--- config.mk ---
export PLATFORM = sky130hd
export DESIGN_NAME = if_prefetch_buffer
export DESIGN_NICKNAME = d
export VERILOG_FILES = /design/src/rtl/if_prefetch_buffer.sv
export SDC_FILE = /design/constraint.sdc
export NUM_CORES = 1
export LEC_CHECK = 0
export BUFFER_PORTS_ARGS = -buffer_cell sky130_fd_sc_hd__buf_2
export CORE_ASPECT_RATIO = 1.4
export CORE_UTILIZATION = 45
export CTS_CLUSTER_SIZE = 10
export DETAILED_ROUTE_END_ITERATION = 6
export PLACE_DENSITY = 0.7
export SLEW_MARGIN = 40
export SYNTH_ARGS = -nofsm -noshare
export SYNTH_HDL_FRONTEND = slang
export SYNTH_SLANG_ARGS = --single-unit
--- constraint.sdc ---
create_clock -name clk -period 4.1 [get_ports clk]
set_clock_uncertainty 0.1 [all_clocks]
set_input_delay 1.23 -clock clk [delete_from_list [all_inputs] [get_ports clk]]
set_output_delay 1.23 -clock clk [all_outputs]
set_load 0.005 [all_outputs]
--- src/rtl/if_prefetch_buffer.sv ---
// if_prefetch_buffer
//
// Instruction-fetch front end for the 5-stage RV32 pipeline. It issues
// sequential fetches to instruction memory over a request/grant/response
// handshake with variable latency. It keeps at most DEPTH fetches either in
// flight or buffered, and hands instruction/PC pairs to decode over a
// valid/ready handshake. A redirect drops everything buffered. Fetches that
// are still in flight are not cancelled at the memory; their responses are
// counted off and discarded when they return.
//
// Ports
//   clk, rst_n       clock; asynchronous active-low reset
//   fetch_req_o      request valid (never depends on fetch_gnt_i)
//   fetch_pc_o       address of the current request
//   fetch_gnt_i      request accepted this cycle
//   fetch_rvalid_i   in-order response valid, fetch_inst_i carries data
//   redirect_i       flush and restart at redirect_pc_i
//   id_valid_o       head instruction available to decode
//   id_ready_i       decode accepts the head
//   id_inst_o        head instruction
//   id_pc_o          PC of the head instruction
//   count_o          filled, not yet popped slots
module if_prefetch_buffer #(
  parameter int unsigned       ADDR_W   = 32,
  parameter int unsigned       INST_W   = 32,
  parameter int unsigned       DEPTH    = 4,
  parameter logic [ADDR_W-1:0] RESET_PC = '0
) (
  input  logic                     clk,
  input  logic                     rst_n,
  output logic                     fetch_req_o,
  output logic [ADDR_W-1:0]        fetch_pc_o,
  input  logic                     fetch_gnt_i,
  input  logic                     fetch_rvalid_i,
  input  logic [INST_W-1:0]        fetch_inst_i,
  input  logic                     redirect_i,
  input  logic [ADDR_W-1:0]        redirect_pc_i,
  output logic                     id_valid_o,
  input  logic                     id_ready_i,
  output logic [INST_W-1:0]        id_inst_o,
  output logic [ADDR_W-1:0]        id_pc_o,
  output logic [$clog2(DEPTH):0]   count_o
);

  localparam int unsigned IW = $clog2(DEPTH);
  localparam int unsigned PW = IW + 1;
  localparam logic [PW:0] DEPTH_V = (PW + 1)'(DEPTH);

  // Fetch-side state
  logic [ADDR_W-1:0] pc_q;
  logic              run_q;

  // Slot storage and pointers. Each pointer carries one wrap bit, so a
  // full ring and an empty ring can be told apart.
  logic [INST_W-1:0] inst_q    [DEPTH];
  logic [ADDR_W-1:0] slot_pc_q [DEPTH];
  logic [DEPTH-1:0]  full_q;
  logic [DEPTH-1:0]  full_next;
  logic [PW-1:0]     wr_ptr_q;
  logic [PW-1:0]     fill_ptr_q;
  logic [PW-1:0]     rd_ptr_q;
  logic [PW-1:0]     drop_cnt_q;

  logic [PW-1:0]     reserved;
  logic [PW-1:0]     in_flight;
  logic [PW:0]       occupancy;
  logic [PW-1:0]     redirect_drop;
  logic [IW-1:0]     wr_idx;
  logic [IW-1:0]     fill_idx;
  logic [IW-1:0]     rd_idx;
  logic              issue;
  logic              pop;
  logic              rsp_ok;
  logic              rsp_drop;
  logic              rsp_fill;

  assign wr_idx   = wr_ptr_q[IW-1:0];
  assign fill_idx = fill_ptr_q[IW-1:0];
  assign rd_idx   = rd_ptr_q[IW-1:0];

  assign reserved  = wr_ptr_q - rd_ptr_q;
  assign in_flight = wr_ptr_q - fill_ptr_q;
  // Fetches still owed to a previous redirect hold their budget until they
  // return. Without this, the ring could be overrun by stale responses.
  assign occupancy = {1'b0, reserved} + {1'b0, drop_cnt_q};

  assign fetch_req_o = run_q & ~redirect_i & (occupancy < DEPTH_V);
  assign fetch_pc_o  = pc_q;
  assign issue       = fetch_req_o & fetch_gnt_i;

  assign id_valid_o = full_q[rd_idx] & (rd_ptr_q != fill_ptr_q) & ~redirect_i;
  assign pop        = id_valid_o & id_ready_i;
  assign id_inst_o  = inst_q[rd_idx];
  assign id_pc_o    = slot_pc_q[rd_idx];
  assign count_o    = fill_ptr_q - rd_ptr_q;

  // A response with nothing outstanding is a protocol error. It is ignored,
  // so no counter can underflow.
  assign rsp_drop = fetch_rvalid_i & (drop_cnt_q != '0);
  assign rsp_fill = fetch_rvalid_i & (drop_cnt_q == '0) & (in_flight != '0);
  assign rsp_ok   = rsp_drop | rsp_fill;

  // On a redirect every in-flight fetch becomes stale. A legal response in
  // the same cycle is one of those fetches, so it is discarded on the spot.
  assign redirect_drop = drop_cnt_q + in_flight - PW'(rsp_ok);

  always_comb begin
    full_next = full_q;
    if (redirect_i) begin
      full_next = '0;
    end else begin
      if (issue)    full_next[wr_idx]   = 1'b0;
      if (rsp_fill) full_next[fill_idx] = 1'b1;
    end
  end

  // Stage boundary: control state
  always_ff @(posedge clk or negedge rst_n) begin
    if (!rst_n) begin
      pc_q       <= RESET_PC;
      run_q      <= 1'b0;
      wr_ptr_q   <= '0;
      fill_ptr_q <= '0;
      rd_ptr_q   <= '0;
      drop_cnt_q <= '0;
      full_q     <= '0;
    end else begin
      run_q  <= 1'b1;
      full_q <= full_next;
      if (redirect_i) begin
        pc_q       <= redirect_pc_i;
        rd_ptr_q   <= wr_ptr_q;
        fill_ptr_q <= wr_ptr_q;
        drop_cnt_q <= redirect_drop;
      end else begin
        if (issue) begin
          pc_q     <= pc_q + ADDR_W'(4);
          wr_ptr_q <= wr_ptr_q + PW'(1);
        end
        if (rsp_drop) drop_cnt_q <= drop_cnt_q - PW'(1);
        if (rsp_fill) fill_ptr_q <= fill_ptr_q + PW'(1);
        if (pop)      rd_ptr_q   <= rd_ptr_q + PW'(1);
      end
    end
  end

  // Stage boundary: slot data (cleared so idle outputs read as zero)
  always_ff @(posedge clk or negedge rst_n) begin
    if (!rst_n) begin
      for (int i = 0; i < int'(DEPTH); i++) begin
        inst_q[i]    <= '0;
        slot_pc_q[i] <= '0;
      end
    end else begin
      if (issue)                   slot_pc_q[wr_idx] <= pc_q;
      if (rsp_fill && !redirect_i) inst_q[fill_idx]  <= fetch_inst_i;
    end
  end

endmodule

# After elaboration in Yosys (flattened, before gate mapping)
# Cells that the tools add are included.
dict set report totals {
  register_bits 305
  output_inout_bits 101
  elab_cells 99
}
dict set report op_classes {
  add_sub_neg 11
  order_cmp 11
  n_eq_ne 1
  n_mux 30
  bitwise_logic 17
  reduce_logical 14
}
# op n
set op_table {}
lappend op_table {{128-bit bitwise mux} 2}
lappend op_table {{32-bit 2-to-1 mux} 8}
lappend op_table {{32-bit binary-select mux with 2-bit select} 2}
lappend op_table {{32-bit demux with 2-bit select} 2}
lappend op_table {{32-bit by 3-bit adder with 32-bit output (second input constant)} 1}
lappend op_table {{3-bit 2-to-1 mux} 6}
lappend op_table {{4-bit 2-to-1 mux} 4}
lappend op_table {{3-bit by 1-bit adder with 3-bit output (second input constant)} 3}
lappend op_table {{1-bit bitwise AND} 9}
lappend op_table {{3-bit >= comparator (second input constant)} 3}
lappend op_table {{2-bit by 3-bit < comparator with 1-bit output (second input constant)} 3}
lappend op_table {{2-bit inverter with 3-bit output} 3}
lappend op_table {{3-bit subtractor} 3}
lappend op_table {{2-bit nonzero test} 4}
lappend op_table {{3-bit by 1-bit < comparator with 1-bit output (second input constant)} 2}
lappend op_table {{3-bit nonzero test} 2}
lappend op_table {{1-bit logical AND} 5}
lappend op_table {{3-bit by 3-bit adder with 4-bit output} 1}
lappend op_table {{4-bit bitwise AND} 1}
lappend op_table {{1-bit demux with 2-bit select} 2}
lappend op_table {{2-bit by 1-bit >= comparator with 1-bit output (second input constant)} 2}
lappend op_table {{4-bit by 3-bit < comparator with 1-bit output (second input constant)} 1}
lappend op_table {{4-bit inverter} 1}
lappend op_table {{4-bit OR} 1}
lappend op_table {{11 further kinds} 13}

# Depth between registers and ports, before layout
# Gate-level depths: netlist of run 1.
dict set report depth {
  depth_word 11
  ltp_mapped 15
  depth_no_buf 14
}

# Worst setup path after synthesis of run 1
# Ideal clock, no wire load.
dict set report synth_timing {
  path_kind {register to output}
  startpoint {reg rd_ptr_q[1]}
  endpoint {out fetch_req_o}
  arrival_ps 2253
  t_required_ps 2770
  slack_ps 517
  stages_incl_launch_ff 10
  n_path_buf 1
  cell_sequence {dfrtp_1 > clkbuf_1 > inv_1 > fa_1 > xor2_1 > xnor2_1 > ha_1 > nor4_1 > nand2_1 > nor2_1}
}
dict set report synth_via {
  elab_chain_cells 4
}
# element line_no
set synth_lines {}
lappend synth_lines {{start, declared} 61} ;# logic [PW-1:0] rd_ptr_q;
lappend synth_lines {{start signal, assigned} 132} ;# rd_ptr_q <= wr_ptr_q;
lappend synth_lines {{start signal, assigned} 142} ;# if (pop) rd_ptr_q <= rd_ptr_q + PW'(1);
lappend synth_lines {{3-bit subtractor} 81} ;# assign reserved = wr_ptr_q - rd_ptr_q;
lappend synth_lines {{3-bit by 3-bit adder with 4-bit output} 85} ;# assign occupancy = {1'b0, reserved} + {1'b0, drop_cnt_q};
lappend synth_lines {{4-bit by 3-bit < comparator with 1-bit output} 87} ;# assign fetch_req_o = run_q & ~redirect_i & (occupancy < DEPTH_V);
lappend synth_lines {{1-bit bitwise AND} 87}
lappend synth_lines {{end, declared} 31} ;# output logic fetch_req_o,
# No other way between the ends.

# Worst setup path in the final report of run 1
dict set report layout_timing {
  startpoint {reg wr_ptr_q[0]}
  endpoint {out fetch_req_o}
}
dict set report layout_via {
  elab_chain_cells 4
}
# element line_no
set layout_lines {}
lappend layout_lines {{start, declared} 59} ;# logic [PW-1:0] wr_ptr_q;
lappend layout_lines {{start signal, assigned} 138} ;# wr_ptr_q <= wr_ptr_q + PW'(1);
lappend layout_lines {{3-bit subtractor} 81}
lappend layout_lines {{3-bit by 3-bit adder with 4-bit output} 85}
lappend layout_lines {{4-bit by 3-bit < comparator with 1-bit output} 87}
lappend layout_lines {{1-bit bitwise AND} 87}
# No other way between the ends.

==> flow_metrics.tcl, run 1 <==
set metrics [dict create \
    required_ns 2.77 \
    critPathLaunchType "register" \
    core_sq_um 30710 \
    yosys_warnings 0 \
    critical-path-slowest-cell "dfrtp_1" \
    syn-cell-area_sq_um 14010 \
    min_period_ns 3.932 \
    critical_path_buf_inv_count 3 \
    post_drt_wl_per_cell_um 20.40 \
    ant_nets 0 \
    syn_to_final_growth_pct 17.03 \
    setup_viol 0 \
    root_buffer "clkbuf_16" \
    first_global_vias 9253 \
    synth_async_sr_flop_share_pct 100.0 \
    antenna_found_initial 2 \
    dr.pass1.iters 4 \
    rsz0062_at_grt "no" \
    grt_usage_pct 20.62 \
    dieWidth_um 151.1 \
    die_h_um 210.8 \
    yosysUniqueCellTypes 51 \
    tightestPinTransition_ns 0.7990 \
    crit_top_cell "inv_2" \
    synth_edf_count 0 \
    critPathMaxFanout 3 \
    initial_utilization_pct 45.60 \
    synth_area_per_cell_sq_um 14.44 \
    drt-total-wl_mm 31.41 \
    ios 171 \
    fin_crit_sh_pct 95.91 \
    syn_nets 1065 \
    crit_path_max_incr_delay_ns 0.38 \
    synthFlopType "dfrtp_1" \
    num_rows 76 \
    final.setup.tns_ns 0 \
    clock-sinks 305 \
    hpwl_mm 19.82 \
    cp_cell_sequence "inv_2, ha_4, inv_2, fa_2, xor2_1, xnor2_1, ha_2, nor4_4, nand2_1, nor2_1, buf_2" \
    worst_slack_ns 0.1679 \
    grt_max_degree 85 \
    finalHoldViolCount 0 \
    h-tree-depth 2 \
    hold-worst-slack_ns 0.3790 \
    crit_type "reg -> out" \
    viasPerCell 5.616 \
    drive_above_1_share_pct 48.95 \
    numCtsBuffers 36 \
    nets 1236 \
    overflow 0 \
    p_leak_nw 7.969 \
    die-area_sq_um 31850 \
    drv_cap 0 \
    placed_cell_area_sq_um 15370 \
    status "finished clean" \
    cts_buffer_depth 3 \
    fillerInstances 2608 \
    cts_tree "yes" \
    drc 0 \
    critical-path-top-delay-family "adder cells" \
    grt_first_pass_wirelength_mm 50.52 \
    power.density_nw_per_um2 697.5 \
    vdd_drop_max_uv 360.7 \
    dr.first_iter.drc_count 245 \
    clk_latency_ns 0.53 \
    final_area_sq_um 16390 \
    final_core_util_pct 53.37 \
    portBuffers 170 \
    synth_cells 970 \
    pre_cts_ws_ns 0.2850 \
    maxSlewViolCount 0 \
    hp-class "reg -> reg" \
    fmax_ghz 0.2543 \
    synth-seq-cells 305 \
    clk_pin_slew_ns 0.06 \
    end_kind "output port" \
    place.gp.congestion 0.7745 \
    vias 8649 \
    ys_seq_area_share_pct 54.49 \
    critPathArrivalTime_ns 2.60 \
    relSlewSlack_pct 46.53 \
]
power breakdown:
part | internal, mW | switching [mW] | leakage (nW)
registers | 4.13 | 0.657 | 4.01
logic | 2.26 | 1.63 | 3.49
clock network | 1.61 | 1.16 | 0.472
total | 8.00 | 3.44 | 7.97
cell usage after synthesis, types with 4 or more instances:
library cell | number | area [sq um]
o21ai_0 | 31 | 155.2
dfrtp_1 | 305 | 7632
nor2_1 | 10 | 37.54
mux2_2 | 246 | 2770
nand2b_1 | 6 | 37.54
fa_1 | 4 | 80.08
nand2_1 | 71 | 266.5
inv_1 | 20 | 75.07
a21oi_1 | 6 | 30.03
o311ai_0 | 8 | 70.07
xor2_1 | 8 | 70.07
buf_2 | 16 | 80.08
clkbuf_1 | 36 | 135.1
nand4_1 | 8 | 50.05
a221o_1 | 4 | 40.04
xnor2_1 | 10 | 87.58
or3_1 | 6 | 37.54
and3_1 | 4 | 25.02
buf_1 | 9 | 33.78
o211ai_1 | 10 | 75.07
mux4_2 | 65 | 1464
nand3_1 | 23 | 115.1
ha_1 | 21 | 262.8
through the flow:
stage	cells	power (mW)
3_3_place_gp	1491	8.553
4_1_cts	1538	11.60
3_5_place_dp	1491	8.704
5_1_grt	1538	12.18
2_1_floorplan	970	7.328
6_report	1540	11.43
layout make-up:
cell class,instances,area [sq um],area share [%]
Timing Repair Buffer,194,1120,6.832
Antenna cell,2,5.005,0.03053
Tap cell,390,488.0,2.977
Inverter,20,75.07,0.4580
Multi-Input combinational cell,584,6098,37.20
Clock inverter,2,17.52,0.1069
Clock buffer,43,948.4,5.786
Sequential cell,305,7640,46.61
tightest hold or removal path, cell delays in order, from the launching register on:
cell and delay (ns):
dfrtp_1 0.34, nand2_1 0.04, o21ai_0 0.06
flip-flops by register name (all words and copies together) (netlist names):
register and flops:
drop_cnt_q 3, fetch_pc_o 32, fill_ptr_q 3, full_q 4, inst_q 128, rd_ptr_q 3, run_q 1, slot_pc_q 128
wr_ptr_q 3
kinds of logic after synthesis:
group	Yosys count	synth area share (%)
AND/OR/NAND/NOR	149	5.271
buffers and inverters	81	2.314
adder cells (fa/ha/maj)	25	2.448
flip-flops	305	54.49
XOR/XNOR	19	1.286
other	1	0.02677
AO/OA/AOI/OAI	76	3.725
multiplexers	314	30.44
final timing paths:
kind	depth (start not counted)	start	slack [ns]	to
worst max register to register	12	wr_ptr_q[0]	0.63	fetch_pc_o[29]
worst min-delay path	2	slot_pc_q[90]	0.38	slot_pc_q[90]
min in group asynchronous	1	rst_n	0.60	inst_q[73]
max in group asynchronous	2	rst_n	2.42	inst_q[126]
worst max-delay path	11	wr_ptr_q[0]	0.17	fetch_req_o
worst min register to register	2	slot_pc_q[90]	0.38	slot_pc_q[90]
metal layers:
| metal | GRT usage [%] | share of wire [%] | vias to the layer above |
|---|---|---|---|
| met2 | 36.55 | 53 | 192 |
| li1 | - | - | 3898 |
| met5 | 0 | 0 | - |
| met3 | 4.471 | 5.2 | 56 |
| met4 | 7.241 | 2.9 | 0 |
| met1 | 24.32 | 39 | 4503 |
repair_timing:
action,CTS,global route
setup buffers,2,0
pin swaps,1,7
hold buffers,0,0
gates resized for setup,3,5
setup endpoints to repair,1,1
cells in the final DEF (no fill, tap or decap), types with 3 or more instances in the layout:
cell type  Yosys  routed
nor2_1        10      10
o211ai_1      10      10
nand2_2        0       4
nand2b_1       6       6
ha_1          21      19
o21ai_0       31      31
dfrtp_1      305     303
mux4_2        65      65
a221o_1        4       4
a21oi_1        6       6
fa_1           4       3
buf_4          0      17
xor2_1         8       8
buf_2         16     169
nand4_1        8       8
mux2i_1        3       3
and2_1         3       3
nand3_1       23      22
o311ai_0       8       8
buf_12         0       6
or3_1          6       6
inv_1         20      18
and3_1         4       4
mux2_2       246     246
a32o_1         3       3
clkbuf_1      36       6
clkbuf_16      0      37
and4_1         3       3
nand2_1       71      67
xnor2_1       10      10
Note: power is estimated with default switching activity, not from simulation.
==> run 2, diff against run 1 <==
--- a/config.mk
+++ b/config.mk
@@ -5,6 +5,7 @@
 export SDC_FILE = /design/constraint.sdc
 export NUM_CORES = 1
 export LEC_CHECK = 0
+export ABC_AREA = 1
 export BUFFER_PORTS_ARGS = -buffer_cell sky130_fd_sc_hd__buf_2
 export CORE_ASPECT_RATIO = 1.4
 export CORE_UTILIZATION = 45
==> flow_metrics.tcl, run 2 <==
set metrics [dict create \
    final_core_util_pct 52.60 \
    vias 13249 \
    vdd_drop_max_uv 452.6 \
    syn-cell-area_sq_um 14850 \
    antenna_found_initial 2 \
    fin_crit_sh_pct 97.89 \
    fmax_ghz 0.2492 \
    holdBufCountCts 0 \
    synth_top_area_cell "dfrtp_1" \
    final.setup.tns_ns 0 \
    place.gp.congestion 0.9028 \
    status "finished clean" \
    layout_commonest_cell "nand2_1" \
    dr.first_iter.drc_count 1004 \
    post_drt_wl_per_cell_um 16.46 \
    reg2reg_slack_ns 0.62 \
    dr.pass1.iters 6 \
    yosysMostFrequentCell "nand2_1" \
    finalHoldViolCount 0 \
    final_cell_mix "762 x nand2_1, 303 x dfrtp_1, 193 x o21ai_0, 183 x nor2_1, 169 x buf_2" \
    drive_above_1_share_pct 12.96 \
    drt-total-wl_mm 41.19 \
    die-area_sq_um 33750 \
    grt_usage_pct 25.11 \
    tightestPinTransition_ns 0.8531 \
    h-tree-depth 2 \
    grt_first_pass_wirelength_mm 66.89 \
    die_h_um 217.0 \
    pre_cts_ws_ns 0.3725 \
    p_total_mw 12.23 \
    initial_utilization_pct 45.84 \
    clk_pin_slew_ns 0.05 \
    maxSlewViolCount 0 \
    numCtsBuffers 37 \
    synth_edf_count 0 \
    cts_buffer_depth 3 \
    syn_to_final_growth_pct 14.72 \
    synth_top_area_share_pct 51.38 \
    final_area_sq_um 17040 \
    hp-class "reg -> reg" \
    portBuffers 170 \
    nets 2147 \
    placed_cell_area_sq_um 16010 \
    ys_top_cells_by_area "dfrtp_1 51%, nand2_1 19%, o21ai_0 6.5%, nor2_1 4.6%, o21ai_1 2.9%" \
    ios 171 \
    required_ns 2.77 \
    clk_latency_ns 0.53 \
    synthFlopType "dfrtp_1" \
    drc 0 \
    grt_max_degree 88 \
    yosysUniqueCellTypes 28 \
    power.density_nw_per_um2 717.7 \
    cts_tree "yes" \
    relSlewSlack_pct 43.13 \
    overflow 0 \
    ys_seq_area_share_pct 51.38 \
    synth_area_per_cell_sq_um 7.741 \
    hpwl_mm 26.00 \
    core_sq_um 32400 \
    root_buffer "clkbuf_16" \
    drv_cap 0 \
    yosys_warnings 0 \
    critPathLaunchType "register" \
    ant_nets 0 \
    min_period_ns 4.014 \
    setup_viol 0 \
    critPathArrivalTime_ns 2.68 \
    dieWidth_um 155.6 \
    viasPerCell 5.295 \
    critPathMaxFanout 2 \
    synth_async_sr_flop_share_pct 100.0 \
    clock-sinks 305 \
    synth_commonest_cells "766 x nand2_1, 305 x dfrtp_1, 193 x o21ai_0, 184 x nor2_1, 87 x o21ai_1" \
    end_kind "output port" \
    syn_nets 2014 \
    worst_slack_ns 0.08648 \
    num_rows 78 \
    crit_type "reg -> out" \
    p_leak_nw 8.756 \
    synth_cells 1919 \
    first_global_vias 13055 \
    synth-seq-cells 305 \
]
==> run 2: worst max-delay path, cell delays in order (launching register included) <==
cell and delay [ns]:
dfrtp_1 0.38, inv_2 0.06, ha_1 0.13, inv_1 0.05, fa_1 0.38, xnor2_1 0.19
xor2_1 0.18, ha_1 0.25, nor2_1 0.11, o21ai_2 0.11, nor2_4 0.17, buf_2 0.14
==> run 2: logic make-up (layout without fill, tap and decap cells) <==
logic type                 Yosys count  after routing  share of synthesized area [%]
other                                1              3                        0.02525
DFF                                305            305                          51.38
buffers and inverters              194            335                          5.930
adders and majority gates           25             25                          2.308
xor gates and xnor gates            15             15                         0.8844
and+or+nand+nor                   1033           1033                          27.25
AOI/OAI and AO/OA                  346            346                          12.22
==> run 2: layout make-up <==
cell class                      instances  area, sq um
Sequential cell                       305         7637
Timing Repair Buffer                  203         1159
Inverter                               85        325.3
Clock buffer                           42        954.7
Tap cell                              440        550.5
Multi-Input combinational cell       1420         6359
Clock inverter                          5        51.30
Fill cell                            3155        15360
Antenna cell                            2        5.005
==> run 2: per-stage QoR <==
step | cells | hold WS, ns
CTS | 2500 | 0.3744
detailed placement | 2451 | 0.3595
global route | 2501 | 0.3861
global placement | 2451 | 0.3570
floorplan | 1919 | 0.3436
finish | 2502 | 0.3714
==> run 2: path summary, 6_finish.rpt <==
path                              from       endpoint  cells after the start
setup / recovery           wr_ptr_q[0]    fetch_req_o                     11
hold / removal              inst_q[43]     inst_q[43]                      2
setup reg to reg           wr_ptr_q[0]  drop_cnt_q[2]                     21
hold reg to reg             inst_q[43]     inst_q[43]                      2
max in group asynchronous        rst_n  slot_pc_q[20]                      2
min in group asynchronous        rst_n     inst_q[19]                      1
==> run 2: routing by layer <==
metal / wire length (um) / track usage (%)
met1: 16840 / 30.62
met2: 20160 / 43.08
met3: 2409 / 4.182
met4: 1782 / 11.99
met5: 0 / 0
==> run 2: timing repair <==
action,4_1_cts,5_1_grt
hold endpoints to repair,0,0
setup buffers,2,0
gates resized for setup,2,1
pin swaps,2,0
setup endpoints to repair,1,1
==> run 2: where the power goes <==
group	internal, mW	switching (mW)
combinational	1.80	2.83
sequential	4.08	0.674
clock	1.64	1.20
